$ cat src/rtl/instr_exec_unit_if.sv
// Shared instruction/result types and the instr_exec_unit command/read/result bundle.
// slave modport belongs to the execution unit; master to whoever drives it.
package instr_register_pkg;
   typedef enum logic [3:0] {
      ZERO  = 4'd0,
      PASSA = 4'd1,
      PASSB = 4'd2,
      ADD   = 4'd3,
      SUB   = 4'd4,
      MULT  = 4'd5,
      DIV   = 4'd6,
      MOD   = 4'd7
   } opcode_t;

   typedef logic signed [31:0] operand_t;
   typedef logic        [4:0]  address_t;
   typedef logic signed [63:0] result_t;

   typedef struct packed {
      opcode_t  opc;
      operand_t op_a;
      operand_t op_b;
   } instruction_t;
endpackage

interface instr_exec_unit_if
   import instr_register_pkg::*;
#(
   parameter int unsigned CNT_W = 6
);
   logic             start;
   address_t         start_addr;
   logic [CNT_W-1:0] num_instr;
   address_t         read_pointer;
   instruction_t     instruction_word;
   logic             res_valid;
   logic             res_ready;
   result_t          result;
   address_t         res_addr;
   logic             div_zero;
   logic             busy;
   logic             done;

   modport master (
      output start, start_addr, num_instr, instruction_word, res_ready,
      input  read_pointer, res_valid, result, res_addr, div_zero, busy, done
   );

   modport slave (
      input  start, start_addr, num_instr, instruction_word, res_ready,
      output read_pointer, res_valid, result, res_addr, div_zero, busy, done
   );
endinterface

$ cat src/rtl/instr_exec_unit.sv
// Walks a range of instr_register entries, executes each opcode and streams tagged results.
// Optional divider: define EXEC_DIV_EN to build DIV/MOD; otherwise they report div_zero.
module instr_exec_unit
   import instr_register_pkg::*;
#(
   parameter int unsigned NUM_REGS = 32,
   parameter int unsigned CNT_W    = 6
) (
   input  logic             clk,
   input  logic             reset_n,
   instr_exec_unit_if.slave bus
);

   typedef enum logic [2:0] {
      StIdle,
      StFetch,
      StExec,
      StOut,
      StFinish
   } state_e;

   state_e           state_q;
   address_t         rp_q;
   address_t         res_addr_q;
   logic [CNT_W-1:0] remaining_q;
   result_t          result_q;
   logic             valid_q;
   logic             dz_q;
   logic             busy_q;
   logic             done_q;

   result_t          a_ext;
   result_t          b_ext;
   result_t          alu_res_d;
   logic             alu_dz_d;
   address_t         rp_next;

   always_comb begin
      a_ext     = {{32{bus.instruction_word.op_a[31]}}, bus.instruction_word.op_a};
      b_ext     = {{32{bus.instruction_word.op_b[31]}}, bus.instruction_word.op_b};
      alu_res_d = '0;
      alu_dz_d  = 1'b0;
      case (bus.instruction_word.opc)
         ZERO:  alu_res_d = '0;
         PASSA: alu_res_d = a_ext;
         PASSB: alu_res_d = b_ext;
         ADD:   alu_res_d = a_ext + b_ext;
         SUB:   alu_res_d = a_ext - b_ext;
         MULT:  alu_res_d = a_ext * b_ext;
         DIV, MOD: begin
`ifdef EXEC_DIV_EN
            // 64-bit operands keep -2^31 / -1 representable.
            if (b_ext == '0) begin
               alu_dz_d = 1'b1;
            end else if (bus.instruction_word.opc == DIV) begin
               alu_res_d = a_ext / b_ext;
            end else begin
               alu_res_d = a_ext % b_ext;
            end
`else
            alu_dz_d = 1'b1;
`endif
         end
         default: alu_res_d = '0;
      endcase
   end

   assign rp_next = (rp_q == address_t'(NUM_REGS - 1)) ? '0 : rp_q + 1'b1;

   always_ff @(posedge clk or negedge reset_n) begin
      if (!reset_n) begin
         state_q     <= StIdle;
         rp_q        <= '0;
         res_addr_q  <= '0;
         remaining_q <= '0;
         result_q    <= '0;
         valid_q     <= 1'b0;
         dz_q        <= 1'b0;
         busy_q      <= 1'b0;
         done_q      <= 1'b0;
      end else begin
         done_q <= 1'b0;
         unique case (state_q)
            StIdle: begin
               if (bus.start) begin
                  rp_q        <= bus.start_addr;
                  remaining_q <= bus.num_instr;
                  busy_q      <= 1'b1;
                  if (bus.num_instr == '0) begin
                     state_q <= StFinish;
                     done_q  <= 1'b1;
                  end else begin
                     state_q <= StFetch;
                  end
               end
            end
            StFetch: state_q <= StExec;
            StExec: begin
               result_q   <= alu_res_d;
               dz_q       <= alu_dz_d;
               res_addr_q <= rp_q;
               valid_q    <= 1'b1;
               state_q    <= StOut;
            end
            StOut: begin
               if (bus.res_ready) begin
                  valid_q     <= 1'b0;
                  remaining_q <= remaining_q - 1'b1;
                  rp_q        <= rp_next;
                  if (remaining_q == CNT_W'(1)) begin
                     state_q <= StFinish;
                     done_q  <= 1'b1;
                  end else begin
                     state_q <= StFetch;
                  end
               end
            end
            StFinish: begin
               busy_q  <= 1'b0;
               state_q <= StIdle;
            end
            default: begin
               busy_q  <= 1'b0;
               valid_q <= 1'b0;
               state_q <= StIdle;
            end
         endcase
      end
   end

   assign bus.read_pointer = rp_q;
   assign bus.res_valid    = valid_q;
   assign bus.result       = result_q;
   assign bus.res_addr     = res_addr_q;
   assign bus.div_zero     = dz_q;
   assign bus.busy         = busy_q;
   assign bus.done         = done_q;

endmodule

$ cat src/flat_wrapper.sv
// flat-port wrapper written by rule: the top's interface ports become plain ports
module instr_exec_unit_flat import instr_register_pkg::*;
#(
   parameter int unsigned NUM_REGS = 32,
   parameter int unsigned CNT_W    = 6
)
  (clk, reset_n, bus_start, bus_start_addr, bus_num_instr, bus_instruction_word, bus_res_ready, bus_read_pointer, bus_res_valid, bus_result, bus_res_addr, bus_div_zero, bus_busy, bus_done);
  instr_exec_unit_if #(.CNT_W(CNT_W)) bus_i ();
  input  logic clk;
  input  logic reset_n;
  input wire logic [$bits(bus_i.start)-1:0] bus_start;
  input wire logic [$bits(bus_i.start_addr)-1:0] bus_start_addr;
  input wire logic [$bits(bus_i.num_instr)-1:0] bus_num_instr;
  input wire logic [$bits(bus_i.instruction_word)-1:0] bus_instruction_word;
  input wire logic [$bits(bus_i.res_ready)-1:0] bus_res_ready;
  output wire logic [$bits(bus_i.read_pointer)-1:0] bus_read_pointer;
  output wire logic [$bits(bus_i.res_valid)-1:0] bus_res_valid;
  output wire logic [$bits(bus_i.result)-1:0] bus_result;
  output wire logic [$bits(bus_i.res_addr)-1:0] bus_res_addr;
  output wire logic [$bits(bus_i.div_zero)-1:0] bus_div_zero;
  output wire logic [$bits(bus_i.busy)-1:0] bus_busy;
  output wire logic [$bits(bus_i.done)-1:0] bus_done;
  assign bus_i.start = bus_start;
  assign bus_i.start_addr = bus_start_addr;
  assign bus_i.num_instr = bus_num_instr;
  assign bus_i.instruction_word = bus_instruction_word;
  assign bus_i.res_ready = bus_res_ready;
  assign bus_read_pointer = bus_i.read_pointer;
  assign bus_res_valid = bus_i.res_valid;
  assign bus_result = bus_i.result;
  assign bus_res_addr = bus_i.res_addr;
  assign bus_div_zero = bus_i.div_zero;
  assign bus_busy = bus_i.busy;
  assign bus_done = bus_i.done;
  instr_exec_unit #(.NUM_REGS(NUM_REGS), .CNT_W(CNT_W)) u_core (.clk(clk), .reset_n(reset_n), .bus(bus_i));
endmodule
$ cat config.mk
export PLATFORM = sky130hd
export DESIGN_NAME = instr_exec_unit_flat
export DESIGN_NICKNAME = d
export VERILOG_FILES = /design/src/rtl/instr_exec_unit_if.sv /design/src/rtl/instr_exec_unit.sv /design/src/flat_wrapper.sv
export SDC_FILE = /design/constraint.sdc
export NUM_CORES = 2
export LEC_CHECK = 0
export CAP_MARGIN = 10
export CORE_UTILIZATION = 40
export CTS_BUF_LIST = sky130_fd_sc_hd__clkbuf_4
export CTS_CLUSTER_DIAMETER = 30
export DETAILED_ROUTE_END_ITERATION = 10
export DONT_BUFFER_PORTS = 1
export SYNTH_ARGS = -nofsm -noshare
export SYNTH_HDL_FRONTEND = slang
export SYNTH_SLANG_ARGS = --single-unit
$ cat constraint.sdc
create_clock -name clk -period 4.1 [get_ports clk]
set_input_delay 0.615 -clock clk [delete_from_list [all_inputs] [get_ports clk]]
set_output_delay 0.615 -clock clk [all_outputs]
set_load 0.05 [all_outputs]
* Word level (Yosys, flattened, before mapping) *
Index checks and enable logic that the tools add are counted.

word-level totals
  bits in registers = 87
  bits of input ports = 83
  output and inout bits = 78
  logic and storage cells = 64

operators by class
  add/subtract/negate cells = 4
  $mul = 1
  equality and inequality tests = 15
  mux-type cells = 23
  bitwise operators = 2
  reductions and logical operators = 10

operators with widths
  cell                   count
  $pmux W64 S5           1
  $mul A32 B32 Y64       1
  $add A32 B32 Y33       1
  $sub A32 B32 Y33       1
  $eq A4 B3 Y1 const B   4
  $mux W5                3
  $mux W3                4
  $mux W6                2
  $pmux W3 S4            1
  $pmux W6 S2            1
  $pmux W5 S2            1
  $eq A4 B2 Y1 const B   2
  $mux W1                7
  $eq A3 B2 Y1 const B   2
  $eq A6 B1 Y1 const B   1
  $logic_not A6 Y1       1
  $reduce_and A2 Y1      3
  $reduce_or A3 Y1       2
  $sub A6 B1 Y6 const B  1
  $add A5 B1 Y5 const B  1
  $eq A5 B5 Y1 const B   1
  $eq A4 B1 Y1 const B   1
  $ne A2 B2 Y1 const B   2
  $pmux W1 S2            2
  other kinds (8)        9

* Depth between registers and ports, before layout *
  word-level depth = 4
  depth in mapped cells = 29
  gate-level depth less buffers = 26

* Worst setup path after synthesis *
OpenSTA, ideal clock, no wires.

  path type = input to register
  from = input port bus_instruction_word[63]
  to = register u_core.result_q[57], in the netlist u_core.bus.result[57]
  setup time = 126 ps
  data arrival time = 8352 ps
  required time = 3974 ps
  path slack = -4379 ps
  stages = 25
  buffers on the path = 3
  path through = clkbuf_1 > buf_1 > nand2_1 > inv_1 > fa_1 > inv_1 > fa_1 > inv_1 > fa_1 > fa_1 > inv_1 > fa_1 > inv_1 > fa_1 > fa_1 > fa_1 > ha_1 > clkbuf_1 > nand4_1 > or3_1 > or4_1 > o21ai_1 > a31oi_1 > xnor2_1 > a221o_1

on the way
  word-level cells in the longest chain between the ends = 2
  elaborated cells on any way between the ends = 4
  classes of those cells = add/sub (2); mul (1); mux (1)

RTL lines
  element                                         RTL line               text
  from (decl)                                     flat_wrapper.sv:14     input wire logic [$bits(bus_i.instruction_word)-1:0] bus_instruction_word;
  $mul A32 B32 Y64, or another cell as far along  instr_exec_unit.sv:49  MULT: alu_res_d = a_ext * b_ext;
  $pmux W64 S5 *                                  instr_exec_unit.sv:43  case (bus.instruction_word.opc)
  to (signal assigned)                            instr_exec_unit.sv:99  result_q <= alu_res_d;
  to (decl)                                       instr_exec_unit.sv:26  result_t result_q;

Mark *: on every way between the ends. The rest lies on a longest branch, timed or not.
A chain may end at the register's enable or synchronous reset.

* Worst setup path after layout *
  from = input port bus_instruction_word[63]
  to = register u_core.result_q[55], in the netlist u_core.bus.result[55]

Same word-level chain as after synthesis.

==> flow_summary.html <==
<table>
<tr><th>Metric</th><th>Value</th></tr>
<tr><th colspan="2">Run status</th></tr>
<tr><td>Run status</td><td>complete, but fails checks</td></tr>
<tr><td>Violated checks</td><td>negative setup slack</td></tr>
<tr><th colspan="2">Route</th></tr>
<tr><td>Via Count</td><td>34881</td></tr>
<tr><td>Initial DRC count</td><td>2802</td></tr>
<tr><td>Total iterations of the first detailed-routing run</td><td>7</td></tr>
<tr><td>Post-route antenna net violation count</td><td>0</td></tr>
<tr><td>Final wirelength</td><td>144300 microns</td></tr>
<tr><td>Vias per std cell</td><td>5.408</td></tr>
<tr><td>Post-route DRC violation count</td><td>0</td></tr>
<tr><td>Routed len/inst</td><td>22.38 microns</td></tr>
<tr><th colspan="2">Die</th></tr>
<tr><td>Floorplan die area</td><td>111500 sq um</td></tr>
<tr><td>Effective utilization at floorplan</td><td>40.44%</td></tr>
<tr><td>Io pins</td><td>161</td></tr>
<tr><td>Core area</td><td>109000 sq um</td></tr>
<tr><td>Die height</td><td>334.0 microns</td></tr>
<tr><td>Number of cell rows</td><td>121</td></tr>
<tr><td>Die extent in x</td><td>about 330 microns</td></tr>
<tr><th colspan="2">Placed design</th></tr>
<tr><td>Placer's final routability congestion estimate</td><td>about 1</td></tr>
<tr><td>Count of input and output buffers</td><td>0</td></tr>
<tr><td>HPWL after DPL</td><td>113300 microns</td></tr>
<tr><th colspan="2">Setup path</th></tr>
<tr><td>Timing endpoint of the critical path</td><td>u_core.bus.result[55]</td></tr>
<tr><td>Worst reg2reg path startpoint</td><td>u_core.state_q[2]</td></tr>
<tr><td>Data arrival at the endpoint of the critical path</td><td>7530 ps</td></tr>
<tr><td>Logic depth of the worst register-to-register path</td><td>7</td></tr>
<tr><td>Critical Path Slowest Stage Cell</td><td>fa_1</td></tr>
<tr><td>Critical path type</td><td>input port to flip-flop</td></tr>
<tr><td>Nature of the critical path startpoint</td><td>input port</td></tr>
<tr><td>Library cell appearing most often on the critical path</td><td>fa_1</td></tr>
<tr><td>CP peak stage delay</td><td>550 ps</td></tr>
<tr><td>Flop-to-flop setup slack</td><td>~1100 ps</td></tr>
<tr><td>Endpoint class of the critical path</td><td>flip-flop</td></tr>
<tr><td>Capture point of the worst reg-to-reg path</td><td>u_core.bus.result[63]</td></tr>
<tr><td>Crit path max fanout</td><td>24</td></tr>
<tr><td>Source of the critical timing path</td><td>bus_instruction_word[63]</td></tr>
<tr><td>Endpoint required time on the critical path</td><td>around 4500 ps</td></tr>
<tr><th colspan="2">Finish</th></tr>
<tr><td>Number of nets in the final layout</td><td>6447</td></tr>
<tr><td>Number of filler instances in the final layout</td><td>10499</td></tr>
<tr><td>Ratio of cells with drive above 1 in the final layout</td><td>16.87%</td></tr>
<tr><td>Layout overhead on the synthesized area</td><td>15.41%</td></tr>
<tr><th colspan="2">Logic synthesis</th></tr>
<tr><td>Post-Synthesis Cell Area</td><td>44080 sq um</td></tr>
<tr><td>Synth area leaders</td><td>fa_1 49%, inv_1 8.7%, ha_1 7.2%, and2_1 6.7%, dfrtp_1 4.9%</td></tr>
<tr><td>Number of different library cells in the post-synthesis netlist</td><td>88</td></tr>
<tr><td>Proportion of netlist area held by the largest area contributor</td><td>49.23%</td></tr>
<tr><td>Library cell with the highest instance count after synthesis</td><td>fa_1</td></tr>
<tr><td>Number of enable-type register cells in the synthesized netlist</td><td>0</td></tr>
<tr><td>Most instantiated flip-flop cell in the synthesis netlist</td><td>dfrtp_1</td></tr>
<tr><td>Cell type with the largest total area after synthesis</td><td>fa_1</td></tr>
<tr><td>Syn nets</td><td>roughly 6300</td></tr>
<tr><td>Average footprint of a synthesized cell</td><td>9.094 sq um</td></tr>
<tr><td>Top cell types by occurrence after synthesis</td><td>1084 x fa_1, 1022 x inv_1, 568 x nand2_1, 474 x and2_1, 253 x ha_1</td></tr>
<tr><td>Synthesized instance count</td><td>approximately 4800</td></tr>
<tr><td>Register bit total from synthesis</td><td>87</td></tr>
<tr><td>Warning count from the yosys run</td><td>0</td></tr>
<tr><td>Part of the Yosys area used for sequential elements</td><td>about 4.9%</td></tr>
<tr><td>Fraction of synthesis flops using an asynchronous set or reset pin</td><td>100.0%</td></tr>
<tr><th colspan="2">GRT</th></tr>
<tr><td>Global-route total usage across every layer</td><td>26.58%</td></tr>
<tr><td>Global-route track usage on met1</td><td>a little over a third</td></tr>
<tr><td>M2 GR Usage</td><td>44.57%</td></tr>
<tr><td>Overflow after GRT</td><td>0</td></tr>
<tr><td>Highest-utilization routing layer at the global route stage</td><td>met2</td></tr>
<tr><td>Number of antenna violations at the first check in global routing</td><td>5</td></tr>
<tr><td>Largest net degree at the start of global routing</td><td>88</td></tr>
<tr><td>Via count of the first global-routing pass</td><td>roughly 38000</td></tr>
<tr><td>Met3 track demand over resource</td><td>3.479%</td></tr>
<tr><td>First-pass GRT wire length</td><td>227000 microns</td></tr>
<tr><th colspan="2">STA</th></tr>
<tr><td>Minimum clock period after layout</td><td>7100 ps</td></tr>
<tr><td>Worst hold margin</td><td>202.4 ps</td></tr>
<tr><td>Tcrit/Tclk final</td><td>173.2%</td></tr>
<tr><td>Transition time of the tightest slew-check pin</td><td>between 900 and 1000 ps</td></tr>
<tr><td>Highest achievable clock rate</td><td>140.8 MHz</td></tr>
<tr><td>Final count of hold timing violations</td><td>0</td></tr>
<tr><td>Headroom to the max-slew limit</td><td>34.22%</td></tr>
<tr><td>Max Transition Viols Final</td><td>0</td></tr>
<tr><td>Clock skew after layout</td><td>18.79 ps</td></tr>
<tr><td>Unrepaired setup endpoints after global routing</td><td>yes</td></tr>
<tr><td>Crit path setup slack, layout</td><td>-3000 ps</td></tr>
<tr><td>Final setup violation count</td><td>56</td></tr>
<tr><th colspan="2">Clock tree</th></tr>
<tr><td>H-tree Lvls</td><td>3</td></tr>
<tr><td>Num CTS Buffers</td><td>9</td></tr>
<tr><td>CTS tree</td><td>yes</td></tr>
<tr><td>Max Buffers Root-to-Sink</td><td>2</td></tr>
<tr><td>Clock Root Buffer</td><td>clkbuf_4</td></tr>
<tr><td>Clk Latency, worst-skew pair</td><td>520 ps</td></tr>
<tr><td>Num Clock Sinks</td><td>between 80 and 90</td></tr>
<tr><td>Clock slew at reported path FFs</td><td>170 ps</td></tr>
<tr><th colspan="2">Flow run</th></tr>
<tr><td>Max Cap Viol</td><td>0</td></tr>
<tr><th colspan="2">Hold path</th></tr>
<tr><td>Worst min-delay path category</td><td>input port to flip-flop</td></tr>
</table>
[critical path, delay by kind of cell]
| kind | cells | cell delay [ps] |
|---|---|---|
| and+or+nand+nor | 4 | 690 |
| buffers and inverters | 9 | 890 |
| xor gates and xnor gates | 1 | 120 |
| adders and majority gates | 9 | 3930 |
| AOI/OAI and AO/OA | 5 | 1240 |
[timing repair]
action | in CTS | in global routing
endpoints found under the hold margin | 87 | 0
gates resized for setup | 214 | 133
buffers inserted | 30 | 27
hold buffers | 2 | 0
setup endpoints to repair | 56 | 57
pin swaps | 139 | 119
[cells in the final DEF (no fill, tap or decap), drive strengths merged, types with 17 or more instances in the layout]
cell,count
o21bai,21
nand2,568
a221o,29
nor3,35
ha,253
inv,1022
a21oi,151
nand2b,19
fa,1084
dfrtp,87
a221oi,21
buf,447
a21o,54
o21ai,110
nor2,169
a31oi,20
o211ai,23
xnor2,51
nand3,35
xor2,26
a22o,17
a222oi,29
a211oi,23
nand4,25
nor2b,17
and2,474
[logic make-up (layout without fill, tap and decap cells)]
kind of cell	Yosys count	in the layout	share of synthesized area [%]
fa+ha+maj	1337	1337	56.41
xor+xnor	77	77	1.530
mux	16	16	0.3804
buf+inv	1303	1488	11.16
simple gates	1412	1412	15.86
flops	87	87	4.939
other cells	0	4	0
compound gates	615	615	9.714
[worst min path at each step]
| stage | slack, ps | cells after the start | end | startpoint |
|---|---|---|---|---|
| CTS | 160 | 2 | u_core.remaining_q[0] | bus_num_instr[0] |
| global placement | 320 | 0 | u_core.bus.result[7] | reset_n |
| floorplan | 320 | 0 | u_core.bus.busy | reset_n |
| finish | 200 | 2 | u_core.remaining_q[0] | bus_num_instr[0] |
| detailed placement | 320 | 0 | u_core.bus.result[7] | reset_n |
| global route | 160 | 2 | u_core.remaining_q[0] | bus_num_instr[0] |
[metal layers]
| metal | vias to the layer above | share of wire (%) |
|---|---|---|
| met4 | 2 | 3.1 |
| met3 | 212 | 6.0 |
| met5 | - | 0.0090 |
| met2 | 1067 | 49 |
| li1 | 15150 | - |
| met1 | 18450 | 42 |
[flip-flops by register name (all words and copies together), names as in the netlist]
signal / cells
u_core.bus.busy: 1
u_core.bus.div_zero: 1
u_core.bus.res_addr: 5
u_core.bus.done: 1
u_core.state_q: 3
u_core.bus.result: 64
u_core.bus.res_valid: 1
u_core.bus.read_pointer: 5
u_core.remaining_q: 6
[metrics by stage]
step / area (sq um) / setup WS [ps] / TNS (ps) / util, % / instances
floorplan: 45250 / -3856 / -148270 / - / 4847
global placement: 48670 / -3703 / -174120 / 44.65 / 6393
detailed placement: 48670 / -3741 / -175000 / 44.65 / 6393
CTS: 50120 / -2923 / -136640 / 45.98 / 6433
global route: 50860 / -3197 / -145190 / 46.66 / 6447
finish: 50870 / -3000 / -137510 / 46.67 / 6450
[layout make-up]
| class | instances | area [sq um] | area share, % |
|---|---|---|---|
| clock buffer | 10 | 75.07 | 0.1476 |
| sequential | 87 | 2177 | 4.280 |
| clock inverter | 6 | 76.32 | 0.1500 |
| timing repair buffer | 448 | 3696 | 7.266 |
| inverter | 1024 | 3856 | 7.580 |
| multi-input combinational | 3457 | 39210 | 77.08 |
| antenna | 4 | 10.01 | 0.01968 |
| tap | 1414 | 1769 | 3.478 |
Power is left out: the tool's default activity adds up to more than one toggle a clock period on the data nets, which glitch-free logic cannot reach.
